## config.mk

```make
export PLATFORM = sky130hd
export DESIGN_NAME = condicionador_botoes_flat
export DESIGN_NICKNAME = d
export VERILOG_FILES = /design/src/rtl/jogo_pkg.sv /design/src/rtl/condicionador_botoes_if.sv /design/src/rtl/sincronizador_2ff.sv /design/src/rtl/condicionador_botoes.sv /design/src/flat_wrapper.sv
export SDC_FILE = /design/constraint.sdc
export NUM_CORES = 1
export LEC_CHECK = 0
export CORE_AREA = 4 4 74 76
export DETAILED_ROUTE_END_ITERATION = 8
export DIE_AREA = 0 0 78 80
export PLACE_DENSITY = 0.47
export SLEW_MARGIN = 20
export SYNTH_ARGS = -nofsm -noshare
export SYNTH_HDL_FRONTEND = slang
export SYNTH_HIERARCHICAL = 1
export SYNTH_SLANG_ARGS = --single-unit
```

## constraint.sdc

```tcl
create_clock -name clock -period 1.95 [get_ports clock]
set_input_delay 0.195 -clock clock [delete_from_list [all_inputs] [get_ports clock]]
set_output_delay 0.195 -clock clock [all_outputs]
set_load 0.005 [all_outputs]
```

## src/rtl/jogo_pkg.sv

```systemverilog
// Shared definitions for the sequence-memory game: FSM state codes, the default
// button count and the one-hot validity check used on accepted presses.
package jogo_pkg;

    localparam int N_BOTOES_PADRAO = 4;

    typedef enum logic [2:0] {
        ESPERA = 3'd0,
        CONTA  = 3'd1,
        DECIDE = 3'd2,
        SOLTA  = 3'd3
    } estado_t;

    // True when exactly one bit is set (upper bits beyond the real width are zero).
    function automatic logic eh_one_hot(input logic [31:0] v);
        eh_one_hot = (v != 32'd0) && ((v & (v - 32'd1)) == 32'd0);
    endfunction

endpackage

```

## src/rtl/condicionador_botoes_if.sv

```systemverilog
// Button-conditioner bus between the raw buttons/control unit and the game datapath.
// Optional macro CONDICIONADOR_BOTAO_PRESO_EN adds the stuck-button flag botao_preso.
interface condicionador_botoes_if #(
    parameter int N_BOTOES = jogo_pkg::N_BOTOES_PADRAO
);
    logic [N_BOTOES-1:0] botoes;
    logic                habilita;
    logic [N_BOTOES-1:0] jogada;
    logic                jogada_feita;
    logic                jogada_invalida;
    logic [2:0]          db_estado;
`ifdef CONDICIONADOR_BOTAO_PRESO_EN
    logic                botao_preso;

    modport master (
        output botoes, habilita,
        input  jogada, jogada_feita, jogada_invalida, db_estado, botao_preso
    );
    modport slave (
        input  botoes, habilita,
        output jogada, jogada_feita, jogada_invalida, db_estado, botao_preso
    );
`else
    modport master (
        output botoes, habilita,
        input  jogada, jogada_feita, jogada_invalida, db_estado
    );
    modport slave (
        input  botoes, habilita,
        output jogada, jogada_feita, jogada_invalida, db_estado
    );
`endif
endinterface

```

## src/rtl/sincronizador_2ff.sv

```systemverilog
// Generic two-flop synchronizer for asynchronous level inputs (buttons, iniciar, jogar).
module sincronizador_2ff #(
    parameter int W = 1
) (
    input  logic         clock,
    input  logic         reset,
    input  logic [W-1:0] d,
    output logic [W-1:0] q
);
    logic [W-1:0] meta_r;
    logic [W-1:0] sinc_r;

    // Two-stage capture; the second stage is the only one consumed downstream.
    always_ff @(posedge clock or negedge reset) begin
        if (!reset) begin
            meta_r <= {W{1'b0}};
            sinc_r <= {W{1'b0}};
        end else begin
            meta_r <= d;
            sinc_r <= meta_r;
        end
    end

    assign q = sinc_r;

endmodule

```

## src/rtl/condicionador_botoes.sv

```systemverilog
// Synchronizes, debounces and validates one-hot button presses, one pulse per press.
// Optional macro CONDICIONADOR_BOTAO_PRESO_EN enables the stuck-button detector.
module condicionador_botoes
    import jogo_pkg::*;
#(
    parameter int N_BOTOES        = N_BOTOES_PADRAO,
    parameter int DEBOUNCE_CICLOS = 1000,
    parameter int PRESO_CICLOS    = 50000000
) (
    input  logic                  clock,
    input  logic                  reset,
    condicionador_botoes_if.slave io
);
    localparam int CW = $clog2(DEBOUNCE_CICLOS + 32'sd1);
    localparam logic [CW-1:0]       CNT_ZERO = {CW{1'b0}};
    localparam logic [CW-1:0]       CNT_UM   = {{(CW-1){1'b0}}, 1'b1};
    localparam logic [CW-1:0]       CNT_FIM  = CW'(DEBOUNCE_CICLOS - 32'sd1);
    localparam logic [CW-1:0]       CNT_MAX  = CW'(DEBOUNCE_CICLOS);
    localparam logic [N_BOTOES-1:0] NENHUM   = {N_BOTOES{1'b0}};

    if (DEBOUNCE_CICLOS < 2) begin : g_chk_debounce
        $error("DEBOUNCE_CICLOS must be at least 2");
    end
    if (PRESO_CICLOS < 1) begin : g_chk_preso
        $error("PRESO_CICLOS must be at least 1");
    end

    logic [N_BOTOES-1:0] sb_s;
    estado_t             estado_r, estado_next_s;
    logic [CW-1:0]       cnt_r, cnt_next_s, cnt_inc_s;
    logic [N_BOTOES-1:0] cand_r, cand_next_s;
    logic [N_BOTOES-1:0] jogada_r, jogada_next_s;
    logic                feita_r, feita_next_s;
    logic                invalida_r, invalida_next_s;

    sincronizador_2ff #(.W(N_BOTOES)) u_sinc (
        .clock (clock),
        .reset (reset),
        .d     (io.botoes),
        .q     (sb_s)
    );

    assign cnt_inc_s = (cnt_r == CNT_MAX) ? cnt_r : cnt_r + CNT_UM;

    // State register.
    always_ff @(posedge clock or negedge reset) begin
        if (!reset) begin
            estado_r <= ESPERA;
        end else begin
            estado_r <= estado_next_s;
        end
    end

    // Next-state logic plus the debounce counter and press candidate.
    always_comb begin
        estado_next_s = estado_r;
        cnt_next_s    = cnt_r;
        cand_next_s   = cand_r;
        case (estado_r)
            ESPERA: begin
                if (io.habilita && (sb_s != NENHUM)) begin
                    estado_next_s = CONTA;
                    cand_next_s   = sb_s;
                    cnt_next_s    = CNT_UM;
                end else begin
                    estado_next_s = ESPERA;
                    cnt_next_s    = CNT_ZERO;
                end
            end
            CONTA: begin
                // Any bounce or pattern change abandons the candidate completely.
                if (!io.habilita || (sb_s != cand_r)) begin
                    estado_next_s = ESPERA;
                    cnt_next_s    = CNT_ZERO;
                end else if (cnt_r == CNT_FIM) begin
                    estado_next_s = DECIDE;
                end else begin
                    cnt_next_s = cnt_inc_s;
                end
            end
            DECIDE: begin
                estado_next_s = SOLTA;
                cnt_next_s    = CNT_ZERO;
            end
            SOLTA: begin
                if (sb_s != NENHUM) begin
                    cnt_next_s = CNT_ZERO;
                end else if (cnt_r == CNT_FIM) begin
                    estado_next_s = ESPERA;
                    cnt_next_s    = CNT_ZERO;
                end else begin
                    cnt_next_s = cnt_inc_s;
                end
            end
            default: begin
                estado_next_s = ESPERA;
                cnt_next_s    = CNT_ZERO;
                cand_next_s   = NENHUM;
            end
        endcase
    end

    // Output decode: the verdict is registered on the CONTA->DECIDE edge so the
    // pulse is visible during the DECIDE cycle itself.
    always_comb begin
        jogada_next_s   = jogada_r;
        feita_next_s    = 1'b0;
        invalida_next_s = 1'b0;
        if ((estado_r == CONTA) && (estado_next_s == DECIDE)) begin
            if (eh_one_hot(32'(cand_r))) begin
                jogada_next_s = cand_r;
                feita_next_s  = 1'b1;
            end else begin
                invalida_next_s = 1'b1;
            end
        end else begin
            jogada_next_s = jogada_r;
        end
    end

    // Datapath registers: counter, candidate and the registered outputs.
    always_ff @(posedge clock or negedge reset) begin
        if (!reset) begin
            cnt_r      <= CNT_ZERO;
            cand_r     <= NENHUM;
            jogada_r   <= NENHUM;
            feita_r    <= 1'b0;
            invalida_r <= 1'b0;
        end else begin
            cnt_r      <= cnt_next_s;
            cand_r     <= cand_next_s;
            jogada_r   <= jogada_next_s;
            feita_r    <= feita_next_s;
            invalida_r <= invalida_next_s;
        end
    end

    assign io.jogada          = jogada_r;
    assign io.jogada_feita    = feita_r;
    assign io.jogada_invalida = invalida_r;
    assign io.db_estado       = estado_r;

`ifdef CONDICIONADOR_BOTAO_PRESO_EN
    localparam int PW = $clog2(PRESO_CICLOS + 32'sd1);
    localparam logic [PW-1:0] PRESO_ZERO = {PW{1'b0}};
    localparam logic [PW-1:0] PRESO_UM   = {{(PW-1){1'b0}}, 1'b1};
    localparam logic [PW-1:0] PRESO_MAX  = PW'(PRESO_CICLOS);

    logic [PW-1:0] preso_cnt_r, preso_cnt_next_s;
    logic          preso_r;

    // Hold counter: runs only while a button is still held after the verdict.
    always_comb begin
        preso_cnt_next_s = preso_cnt_r;
        if (estado_next_s == ESPERA) begin
            preso_cnt_next_s = PRESO_ZERO;
        end else if ((estado_r == SOLTA) && (sb_s != NENHUM) && (preso_cnt_r != PRESO_MAX)) begin
            preso_cnt_next_s = preso_cnt_r + PRESO_UM;
        end else begin
            preso_cnt_next_s = preso_cnt_r;
        end
    end

    // Hold counter and stuck flag registers.
    always_ff @(posedge clock or negedge reset) begin
        if (!reset) begin
            preso_cnt_r <= PRESO_ZERO;
            preso_r     <= 1'b0;
        end else begin
            preso_cnt_r <= preso_cnt_next_s;
            preso_r     <= (preso_cnt_next_s == PRESO_MAX);
        end
    end

    assign io.botao_preso = preso_r;
`endif

endmodule

```

## src/flat_wrapper.sv

```systemverilog
// flat-port wrapper written by rule: the top's interface ports become plain ports
module condicionador_botoes_flat import jogo_pkg::*;
#(
    parameter int N_BOTOES        = N_BOTOES_PADRAO,
    parameter int DEBOUNCE_CICLOS = 1000,
    parameter int PRESO_CICLOS    = 50000000
)
  (clock, reset, io_botoes, io_habilita, io_jogada, io_jogada_feita, io_jogada_invalida, io_db_estado);
  condicionador_botoes_if #(.N_BOTOES(N_BOTOES)) io_i ();
  input  logic clock;
  input  logic reset;
  input wire logic [$bits(io_i.botoes)-1:0] io_botoes;
  input wire logic [$bits(io_i.habilita)-1:0] io_habilita;
  output wire logic [$bits(io_i.jogada)-1:0] io_jogada;
  output wire logic [$bits(io_i.jogada_feita)-1:0] io_jogada_feita;
  output wire logic [$bits(io_i.jogada_invalida)-1:0] io_jogada_invalida;
  output wire logic [$bits(io_i.db_estado)-1:0] io_db_estado;
  assign io_i.botoes = io_botoes;
  assign io_i.habilita = io_habilita;
  assign io_jogada = io_i.jogada;
  assign io_jogada_feita = io_i.jogada_feita;
  assign io_jogada_invalida = io_i.jogada_invalida;
  assign io_db_estado = io_i.db_estado;
  condicionador_botoes #(.N_BOTOES(N_BOTOES), .DEBOUNCE_CICLOS(DEBOUNCE_CICLOS), .PRESO_CICLOS(PRESO_CICLOS)) u_core (.clock(clock), .reset(reset), .io(io_i));
endmodule
```

==> results.json <==
{
  "clkSlewWorstSetupHoldPaths_ns": 0.07,
  "cts_buffer_depth": 2,
  "hold_violations": 0,
  "cts_max_level": 2,
  "rr_startpoint": "u_core/io.db_estado[1]$_DFF_PN0_",
  "core_um2": 4723,
  "total_power_mw": 1.429,
  "slowest_stage": "dfrtp_1",
  "cts_buffers": 5,
  "status": "complete, no violations",
  "grt_pass1_wl_um": 4685,
  "drv_cap": 0,
  "clk_latency_ns": 0.28,
  "ys_seq_area_frac": 0.5458,
  "min_path_type": "input port to async pin",
  "grt_max_degree": 32,
  "busiest_layer": "met2",
  "synth_cells": 118,
  "drtPass1Iterations": 4,
  "wl_per_cell_um": 12.55,
  "fin_crit_sh": 0.9241,
  "port_buffers": 15,
  "viasPerCell": 4.463,
  "postCtsHoldBufs": 0,
  "grt_util_met1": 0.1218,
  "rr_endpoint": "u_core/io.jogada[1]$_DFFE_PN0P_",
  "post-route-min-period_ns": 1.802,
  "drive_above_1_share": 0.1905,
  "drc_errors": 0,
  "crit_chain": "nand4bb_1 > nor4_4 > nand3_2 > nor2_4 > mux2_2",
  "required_ns": 2.12,
  "syn-num-nets": 127,
  "worstSetupEndpointType": "flop",
  "dp_hpwl_um": 1983,
  "tritoncts": "done",
  "setup.worst_path.end": "u_core/io.jogada[1]$_DFFE_PN0P_",
  "fmaxAchievable_mhz": 555.0,
  "use_met2": 0.1592,
  "die_area_um2": 6240,
  "crit_buf_inv": 0,
  "critPathKind": "flop to flop",
  "syn_area_per_cell_um2": 12.05,
  "synth-seq-cells": 31,
  "met3_usage": 0.03499,
  "ios": 16,
  "path_delay_family": "simple AND/OR/NAND/NOR gates",
  "vias": 955,
  "mostFrequentLayoutCells": "dfrtp_1 (31), nor2_1 (16), clkdlybuf4s50_1 (15)",
  "nets": 155,
  "die_w_um": 78,
  "slew_viol_final": 0,
  "worstRegToRegCells": 5,
  "fin_skew_ns": 0.005776,
  "post_cts_resized": 0,
  "wirelength_um": 2686,
  "fp.dieH_um": 80,
  "gp_congestion": 0.7612,
  "fp-row-count": 25,
  "reg2reg_slack_ns": 0.15,
  "grt_pass1_vias": 982,
  "critPathLaunch": "u_core/io.db_estado[1]$_DFF_PN0_",
  "max_stage_delay_ns": 0.42,
  "yosysUniqueCellTypes": 38,
  "cellPowerDensity_nw_per_um2": 781.7,
  "cts_setup_buffers": 0,
  "synth_area_um2": 1421,
  "place_inst": 206,
  "rsz0062_at_grt": "no",
  "crit_cells": 5,
  "drtIter0Drc": 28,
  "p_leak_nw": 0.8071,
  "syn_to_final_growth_pct": 28.61,
  "path_max_fanout": 6,
  "diodes": 0,
  "globalRouteOverflowTotal": 0,
  "antenna_left": 0,
  "grtUsageTotal": 0.09962,
  "setup_viol": 0,
  "cp-start-kind": "flop",
  "stdcell_count": 214,
  "initial_core_util": 0.3009,
  "ir_drop_uv": 381.2,
  "nFillCells": 456,
  "layout_commonest_cell": "dfrtp_1",
  "crit_arrival_ns": 1.97,
  "cts_num_sinks": 31,
  "final.setup.tns_ns": 0,
  "antenna_found_initial": 0,
  "synth_warnings": 6,
  "cts_root_buf": "clkbuf_8"
}
==> where the power goes <==
part	internal (mW)	leakage (nW)	total (mW)	switching [mW]
Combinational	0.0471	0.337	0.100	0.0531
Sequential	0.661	0.409	0.676	0.0151
Clock	0.413	0.0612	0.653	0.240
==> per-stage QoR <==
step / hold WS (ns) / worst slack, ns / utilization / area (um^2)
floorplan: -0.1006 / 0.1859 / - / 1421
global placement: 0.3314 / 0.007171 / 0.3621 / 1710
detailed placement: 0.3347 / -0.01635 / 0.3621 / 1710
CTS: 0.3326 / 0.1324 / 0.3870 / 1828
global route: 0.3472 / 0.03104 / 0.3870 / 1828
finish: 0.3140 / 0.1481 / 0.3870 / 1828
==> worst min path at each step <==
stage / cells past startpoint / slack [ns] / start / to
4_1_cts: 2 / 0.33 / reset / u_core/cnt_r[5]$_DFFE_PN0P_
6_report: 2 / 0.31 / reset / u_core/cnt_r[5]$_DFFE_PN0P_
5_1_grt: 2 / 0.35 / reset / u_core/u_sinc/q[3]$_DFF_PN0_
2_1_floorplan: 0 / -0.10 / reset / u_core/cand_r[0]$_DFFE_PN0P_
3_3_place_gp: 0 / 0.33 / u_core/u_sinc/meta_r[0]$_DFF_PN0_ / u_core/u_sinc/q[0]$_DFF_PN0_
3_5_place_dp: 0 / 0.33 / u_core/u_sinc/meta_r[0]$_DFF_PN0_ / u_core/u_sinc/q[0]$_DFF_PN0_
==> cell usage after synthesis (all sizes together) <==
| cell | n | area share |
|---|---|---|
| o21ai | 4 | 0.014 |
| conb | 1 | 0.0026 |
| o211a | 1 | 0.0070 |
| buf | 1 | 0.0035 |
| nor4 | 5 | 0.043 |
| nand4b | 2 | 0.023 |
| xnor2 | 5 | 0.031 |
| mux2i | 6 | 0.042 |
| nor2 | 17 | 0.050 |
| mux2 | 4 | 0.032 |
| a211oi | 1 | 0.0053 |
| a21boi | 1 | 0.0053 |
| and4 | 1 | 0.0062 |
| nand2 | 6 | 0.016 |
| nand3 | 5 | 0.021 |
| clkbuf | 2 | 0.0053 |
| xor2 | 7 | 0.043 |
| o211ai | 1 | 0.0053 |
| a311oi | 1 | 0.0062 |
| o22ai | 1 | 0.0044 |
| or4b | 1 | 0.0070 |
| or2 | 1 | 0.0044 |
| a41o | 1 | 0.0070 |
| nand4 | 1 | 0.0044 |
| nor2b | 1 | 0.0044 |
| ha | 2 | 0.018 |
| a2bb2oi | 1 | 0.011 |
| dfrtp | 31 | 0.55 |
| o21ba | 1 | 0.0070 |
| nand3b | 1 | 0.0053 |
| nand2b | 1 | 0.0044 |
| inv | 3 | 0.0079 |
| nand4bb | 1 | 0.0079 |
==> state kept, by name, summed over array words and instances (netlist names) <==
name / flops
u_core/u_sinc/meta_r: 4
u_core/io.db_estado: 3
u_core/cnt_r: 10
u_core/io.jogada_feita: 1
u_core/io.jogada_invalida: 1
u_core/cand_r: 4
u_core/io.jogada: 4
u_core/u_sinc/q: 4
==> cells by family after synthesis <==
family          synth area share
simple gates              0.1972
buf+inv                  0.01672
other cells             0.002638
fa+ha+maj                0.01760
xor+xnor                 0.07394
flops                     0.5458
mux                      0.07394
compound gates           0.07219
==> layout make-up <==
type	count	area [um^2]	area share
Multi-Input combinational cell	81	621.8	0.3402
Inverter	3	11.26	0.006160
Timing Repair Buffer	24	217.7	0.1191
Clock inverter	2	35.03	0.01916
Sequential cell	31	775.7	0.4244
Tap cell	67	83.83	0.04586
Clock buffer	6	82.58	0.04517
==> worst register-to-register path, stage by stage, from the launching register on <==
cell	delay [ns]
dfrtp_1	0.42
nand4bb_1	0.29
nor4_4	0.30
nand3_2	0.14
nor2_4	0.19
mux2_2	0.35
==> routing by layer <==
metal	vias to the layer above	wire length (um)
met2	20	1310
li1	469	-
met4	0	34
met1	462	1218
met5	-	0
met3	4	122
(Power assumes the default switching activity.)
